--- config.mk ---
export PLATFORM = sky130hd
export DESIGN_NAME = multi_zone_alarm_ctrl
export DESIGN_NICKNAME = d
export VERILOG_FILES = /design/src/rtl/alarm_pkg.sv /design/src/rtl/alarm_tick_gen.sv /design/src/rtl/multi_zone_alarm_ctrl.sv
export SDC_FILE = /design/constraint.sdc
export NUM_CORES = 1
export LEC_CHECK = 0
export CAP_MARGIN = 20
export CORE_ASPECT_RATIO = 0.5
export CORE_MARGIN = 3
export CORE_UTILIZATION = 45
export CTS_BUF_LIST = sky130_fd_sc_hd__clkbuf_4 sky130_fd_sc_hd__clkbuf_8 sky130_fd_sc_hd__clkbuf_16
export CTS_CLUSTER_DIAMETER = 80
export CTS_CLUSTER_SIZE = 25
export DETAILED_ROUTE_END_ITERATION = 6
export GPL_ROUTABILITY_DRIVEN = 0
export GPL_TIMING_DRIVEN = 0
export PLACE_DENSITY_LB_ADDON = 0.15
export SETUP_SLACK_MARGIN = 0.05
export SLEW_MARGIN = 25
export SYNTH_ARGS = -nofsm -noshare
export SYNTH_HDL_FRONTEND = slang
export SYNTH_HIERARCHICAL = 1
export SYNTH_SLANG_ARGS = --single-unit
--- constraint.sdc ---
create_clock -name clk -period 5.4 [get_ports clk]
set_clock_uncertainty 0.15 [all_clocks]
set_input_delay 1.08 -clock clk [delete_from_list [all_inputs] [get_ports clk]]
set_output_delay 1.08 -clock clk [all_outputs]
set_load 0.03 [all_outputs]
--- src/rtl/alarm_pkg.sv ---
`default_nettype none
// +----------------------------------------------------------------------+
// | Package : alarm_pkg                                                  |
// | Shared state encodings and field widths for the zone alarm block.    |
// | Revision: 1.0  initial release                                       |
// +----------------------------------------------------------------------+
package alarm_pkg;

  // Width of a zone index (supports up to 16 zones)
  localparam int c_zone_idx_w = 4;
  // Width of the saturating alarm counter
  localparam int c_alarm_cnt_w = 8;

  typedef enum logic [2:0] {
    S_DISARMED = 3'd0,
    S_ARMING   = 3'd1,
    S_ARMED    = 3'd2,
    S_ENTRY    = 3'd3,
    S_ALARM    = 3'd4
  } state_t;

endpackage
`default_nettype wire

--- src/rtl/alarm_tick_gen.sv ---
`default_nettype none
// +----------------------------------------------------------------------+
// | Module  : alarm_tick_gen                                             |
// | Free-running divider; one-cycle tick every TICK_DIV clk cycles.      |
// | Revision: 1.0  initial release                                       |
// +----------------------------------------------------------------------+
module alarm_tick_gen #(
  parameter int TICK_DIV = 50_000_000
) (
  input  logic clk,
  input  logic reset,
  output logic tick
);

  localparam int c_cnt_w = (TICK_DIV > 1) ? $clog2(TICK_DIV) : 1;

  logic [c_cnt_w-1:0] r_cnt;
  logic               w_wrap;

  assign w_wrap = (r_cnt == c_cnt_w'(TICK_DIV - 1));
  assign tick   = w_wrap;

  // Count 0..TICK_DIV-1 and wrap; the tick marks the last count
  always_ff @(posedge clk) begin
    if (reset) begin
      r_cnt <= '0;
    end else if (w_wrap) begin
      r_cnt <= '0;
    end else begin
      r_cnt <= r_cnt + c_cnt_w'(1);
    end
  end

endmodule
`default_nettype wire

--- src/rtl/multi_zone_alarm_ctrl.sv ---
`default_nettype none
// +----------------------------------------------------------------------+
// | Module  : multi_zone_alarm_ctrl                                      |
// | Multi-zone vehicle alarm: arming delay, per-zone entry delay, siren  |
// | with re-trigger. Optional logging enabled by macro ALARM_LOG_EN.     |
// | Revision: 1.0  initial release                                       |
// +----------------------------------------------------------------------+
module multi_zone_alarm_ctrl
  import alarm_pkg::*;
#(
  parameter int NUM_ZONES = 4,
  parameter int CNT_W     = 6,
  parameter int TICK_DIV  = 50_000_000
) (
  input  logic                       clk,
  input  logic                       reset,
  input  logic                       ign,
  input  logic [NUM_ZONES-1:0]       zone_trip,
  input  logic [CNT_W-1:0]           arm_dly,
  input  logic [NUM_ZONES*CNT_W-1:0] entry_dly,
  input  logic [CNT_W-1:0]           alarm_dly,
  output logic                       siren,
  output logic                       status,
  output logic [2:0]                 state_o,
  output logic [c_zone_idx_w-1:0]    first_zone,
  output logic [c_alarm_cnt_w-1:0]   alarm_count
);

  logic                 r_ign_s1, r_ign_s2;
  logic [NUM_ZONES-1:0] r_zone_s1, r_zone_s2;
  logic                 w_tick;
  logic                 w_any_open;
  logic [CNT_W-1:0]     w_low_dly;

  state_t           r_state, w_state_nxt;
  logic [CNT_W-1:0] r_cd, w_cd_nxt;
  logic             r_siren, r_status, w_status_nxt;

  alarm_tick_gen #(.TICK_DIV(TICK_DIV)) u_tick (
    .clk   (clk),
    .reset (reset),
    .tick  (w_tick)
  );

  // Two-flop synchronizers for the asynchronous ignition and zone inputs
  always_ff @(posedge clk) begin
    if (reset) begin
      r_ign_s1  <= 1'b0;
      r_ign_s2  <= 1'b0;
      r_zone_s1 <= '0;
      r_zone_s2 <= '0;
    end else begin
      r_ign_s1  <= ign;
      r_ign_s2  <= r_ign_s1;
      r_zone_s1 <= zone_trip;
      r_zone_s2 <= r_zone_s1;
    end
  end

  assign w_any_open = |r_zone_s2;

  // Entry delay of the lowest-index open zone (scan high to low, last hit wins)
  always_comb begin
    w_low_dly = '0;
    for (int i = NUM_ZONES - 1; i >= 0; i--) begin
      if (r_zone_s2[i]) begin
        w_low_dly = entry_dly[i*CNT_W +: CNT_W];
      end
    end
  end

  // State, countdown and registered outputs
  always_ff @(posedge clk) begin
    if (reset) begin
      r_state  <= S_DISARMED;
      r_cd     <= '0;
      r_siren  <= 1'b0;
      r_status <= 1'b0;
    end else begin
      r_state  <= w_state_nxt;
      r_cd     <= w_cd_nxt;
      r_siren  <= (w_state_nxt == S_ALARM);
      r_status <= w_status_nxt;
    end
  end

  // Next-state and countdown; ignition overrides everything
  always_comb begin
    w_state_nxt = r_state;
    w_cd_nxt    = r_cd;
    if (r_ign_s2) begin
      w_state_nxt = S_DISARMED;
      w_cd_nxt    = '0;
    end else begin
      case (r_state)
        S_DISARMED: begin
          if (!w_any_open) begin
            w_state_nxt = S_ARMING;
            w_cd_nxt    = arm_dly;
          end
        end
        S_ARMING: begin
          if (w_any_open) begin
            w_cd_nxt = arm_dly;
          end else if (w_tick) begin
            if (r_cd == '0) w_state_nxt = S_ARMED;
            else            w_cd_nxt    = r_cd - CNT_W'(1);
          end
        end
        S_ARMED: begin
          if (w_any_open) begin
            w_state_nxt = S_ENTRY;
            w_cd_nxt    = w_low_dly;
          end
        end
        S_ENTRY: begin
          if (w_tick) begin
            if (r_cd == '0) begin
              w_state_nxt = S_ALARM;
              w_cd_nxt    = alarm_dly;
            end else begin
              w_cd_nxt = r_cd - CNT_W'(1);
            end
          end
        end
        S_ALARM: begin
          if (w_tick) begin
            if (r_cd == '0) begin
              if (!w_any_open) w_state_nxt = S_ARMED;
              else             w_cd_nxt    = alarm_dly;
            end else begin
              w_cd_nxt = r_cd - CNT_W'(1);
            end
          end
        end
        default: begin
          w_state_nxt = S_DISARMED;
          w_cd_nxt    = '0;
        end
      endcase
    end
  end

  // Status LED: off when disarmed, blinking per tick while armed, else on
  always_comb begin
    w_status_nxt = 1'b1;
    case (w_state_nxt)
      S_DISARMED: w_status_nxt = 1'b0;
      S_ARMED:    w_status_nxt = (r_state == S_ARMED) ? (r_status ^ w_tick) : 1'b1;
      default:    w_status_nxt = 1'b1;
    endcase
  end

  assign siren   = r_siren;
  assign status  = r_status;
  assign state_o = r_state;

`ifdef ALARM_LOG_EN
  logic [c_zone_idx_w-1:0]  w_low_idx;
  logic [c_zone_idx_w-1:0]  r_zone_idx;
  logic [c_zone_idx_w-1:0]  r_first_zone;
  logic [c_alarm_cnt_w-1:0] r_alarm_count;
  logic                     w_alarm_enter;

  // Index of the lowest-index open zone
  always_comb begin
    w_low_idx = '0;
    for (int i = NUM_ZONES - 1; i >= 0; i--) begin
      if (r_zone_s2[i]) begin
        w_low_idx = c_zone_idx_w'(i);
      end
    end
  end

  // Entering ALARM from elsewhere, or re-triggering while already in it
  assign w_alarm_enter = (w_state_nxt == S_ALARM) &&
                         ((r_state != S_ALARM) || (w_tick && (r_cd == '0)));

  // Capture triggering zone and maintain the saturating alarm counter
  always_ff @(posedge clk) begin
    if (reset) begin
      r_zone_idx    <= '0;
      r_first_zone  <= '0;
      r_alarm_count <= '0;
    end else begin
      if (r_state == S_ARMED && w_state_nxt == S_ENTRY) begin
        r_zone_idx <= w_low_idx;
      end
      if (r_state == S_ENTRY && w_state_nxt == S_ALARM) begin
        r_first_zone <= r_zone_idx;
      end
      if (w_alarm_enter && (r_alarm_count != '1)) begin
        r_alarm_count <= r_alarm_count + c_alarm_cnt_w'(1);
      end
    end
  end

  assign first_zone  = r_first_zone;
  assign alarm_count = r_alarm_count;
`else
  assign first_zone  = '0;
  assign alarm_count = '0;
`endif

endmodule
`default_nettype wire

==> metrics.cfg <==
[power_and_ir_drop]
leakage_uw=0.00131
peakVddDrop_v=0.000158
power.density_nw_per_um2=266

[final_layout]
diodes=0
fillers=505
nNetsFinal=435
area_growth_pct=28.4
drive_gt1_share_pct=11.8

[grt]
grt_pass1_vias=2494
grt_remaining_overflow=0
grt_max_degree=15
antenna_found_initial=0
grt_pass1_wl_mm=11.2
grt_usage_pct=20.0

[synthesis]
yosys-top-cells-area=dfxtp_1 34%, a21oi_1 3.8%, buf_4 3.6%, nor2_1 3.4%, xor2_1 3.2%
synth.avg_cell_area_um2=8.40
ys_types=57
syn_area_um2=2730
synthArstFlopShare_pct=0
syn_inst=325
ys_seq_area_share_pct=34.4
ys.flop_type=dfxtp_1
synth_top_area_share_pct=34.4
synth_enable_flop_cells=0
yosysTopAreaCell=dfxtp_1
ys_warn_count=6
synth_seq_cells=47

[clocking]
ctsHoldBuffers=0
cts_buffers=5
clkSinkCount=47
path_clk_slew_ns=0.06
insertion_delay_ns=0.29
postCtsSetupBuffers=0
root_buffer=clkbuf_16
cts_tree=yes
postCtsResizedCells=0
cts_htree_levels=2
cts_buffer_depth=2

[sta]
max_slew.worst_pin.slew_ns=1.06
fmax_mhz=259
setup_tns_ns=0
period_share_pct=71.6
whs_ns=0.283
max_slew_margin_pct=28.7
rsz0062_at_grt=false
hold_viol=0
fin_crit_ns=3.87
slew_viol_final=0
setup_viol=0

[setup_path]
cp_max_fo=7
cp_slowest_stage_delay_ns=0.84
cp-end-kind=flop
r2r_end=r_cd[3]$_SDFFE_PP0P_
cp_slowest_cell=nor3_1
crit_chain=ha_1 > nand4_1 > or4b_2 > nor3_1 > or3b_2 > a31oi_1 > or3_1 > and4_1 > clkbuf_2 > a22o_1
critical_path_class=flop to flop
r2r_start=u_tick/r_cnt[0]$_SDFF_PP0_
reg2regPathDepth=10
startpoint_type=flop
worstPathArrival_ns=3.95
rrSetupSlack_ns=1.53
required_ns=5.48

[placed_design]
dp_hpwl_mm=5.07
io_buffers=47

[min_path]
hp-start=r_zone_s1[0]$_SDFF_PP0_
min_path_cells=1
min_to=r_zone_s2[0]$_SDFF_PP0_
hold_path_class=flop to flop

[route]
dr.pass1.iters=4
wire_per_inst_um=14.7
drt-total-wl_mm=6.84
vias=2589
vias_per_cell=5.58
antenna_left=0
drt-initial-drc-count=167
drc=0

[floorplanning]
io_pins=60
initial_core_util_pct=48.1
die_y_um=61.1
dieWidth_um=116
dieArea_um2=7100
rows=19
core-area_um2=5680

[run_status]
status=complete, no violations

[flow_run]
drv_cap=0

[sequential cells by signal, summed over array words and instances (netlist names)]
name / flops
r_ign_s1: 1
u_tick/r_cnt: 26
state_o: 3
r_zone_s1: 4
siren: 1
r_cd: 6
r_ign_s2: 1
status: 1
r_zone_s2: 4
[layout by cell type (no fill, tap or decap), drive strengths merged, types with 3 or more instances in the layout]
cell            n
o31ai           5
inv            17
conb           12
nor4            3
or3             6
and3            4
a21oi          22
o211ai          3
nor3            9
nand2          20
clkdlybuf4s50  47
or4             9
o21ai          14
o221ai          4
clkbuf         19
nor2           26
buf            17
dfxtp          47
nand4           9
xor2           10
and4            4
a22o            6
nor2b          12
a221o           5
a31oi           5
xnor2           8
a21boi          3
nand3          11
a22oi           6
[cells by family after synthesis]
logic type                 count (synthesis)  synth area share, %
and+or+nand+nor                          127                 27.9
AOI/OAI and AO/OA                         82                 21.9
DFF                                       47                 34.4
buffers and inverters                     47                 8.57
xor gates and xnor gates                  18                 5.77
adders and majority gates                  2                0.916
other                                      1                0.137
muxes                                      1                0.412
[critical path, delay by kind of cell (launching register included)]
kind | cells | cell delay, ns
AND/OR/NAND/NOR | 6 | 2.57
flip-flops | 1 | 0.38
AO/OA/AOI/OAI | 2 | 0.28
adder cells (fa/ha/maj) | 1 | 0.24
buffers and inverters | 1 | 0.18
[synth_stat cells, types with 3 or more instances]
cell,count
dfxtp_1,47
nor2_1,25
a21oi_1,21
nand2_1,19
inv_1,17
o21ai_0,14
buf_4,13
nor2b_1,12
nand3_1,11
clkbuf_1,10
xor2_1,10
nand4_1,8
nor3_1,8
or4_1,8
xnor2_1,8
a22o_1,6
a22oi_1,6
or3_1,6
a221o_1,5
a31oi_1,5
and3_1,4
and4_1,4
buf_2,4
o221ai_1,4
o31ai_1,4
a21boi_0,3
clkbuf_2,3
o211ai_1,3
[layout make-up]
class,instances,area [um2],share of cell area (%)
multi-input combinational,242,1600,45.5
sequential,47,941,26.8
timing repair buffer,47,470,13.4
buffer,30,170,4.85
clock buffer,6,139,3.96
tap,73,91.3,2.60
inverter,17,63.8,1.82
clock inverter,2,35.0,0.999
[layer usage]
metal  wire, um  part of all wire, %  track usage, %
met2       3290                   48            35.8
met1       2950                   43            24.0
met3        526                  7.7            5.10
met5          0                    0               0
met4         73                  1.1            6.78
[report_power, final]
part | internal (uW) | switching [uW]
Clock | 230 | 130
Combinational | 92.0 | 107
Sequential | 362 | 13.7
Total | 684 | 251
[through the flow]
stage	util (%)	cells	setup slack, ns	instance area (um2)	total power (uW)
global placement	58.7	456	1.75	3330	576
floorplan	-	336	2.19	2770	514
finish	61.7	464	1.53	3510	934
detailed placement	58.7	456	1.70	3330	579
CTS	61.7	464	1.60	3510	942
global route	61.7	464	1.37	3510	980
[worst max path at each step]
stage / from / end / slack [ns] / cells past startpoint
4_1_cts: u_tick/r_cnt[0]$_SDFF_PP0_ / r_cd[3]$_SDFFE_PP0P_ / 1.60 / 10
2_1_floorplan: u_tick/r_cnt[0]$_SDFF_PP0_ / r_cd[2]$_SDFFE_PP0P_ / 2.19 / 10
6_report: u_tick/r_cnt[0]$_SDFF_PP0_ / r_cd[3]$_SDFFE_PP0P_ / 1.53 / 10
3_5_place_dp: u_tick/r_cnt[0]$_SDFF_PP0_ / r_cd[5]$_SDFFE_PP0P_ / 1.70 / 10
5_1_grt: u_tick/r_cnt[0]$_SDFF_PP0_ / r_cd[3]$_SDFFE_PP0P_ / 1.37 / 10
3_3_place_gp: u_tick/r_cnt[0]$_SDFF_PP0_ / r_cd[3]$_SDFFE_PP0P_ / 1.75 / 10
No activity file was read; power rests on OpenSTA's default activity.
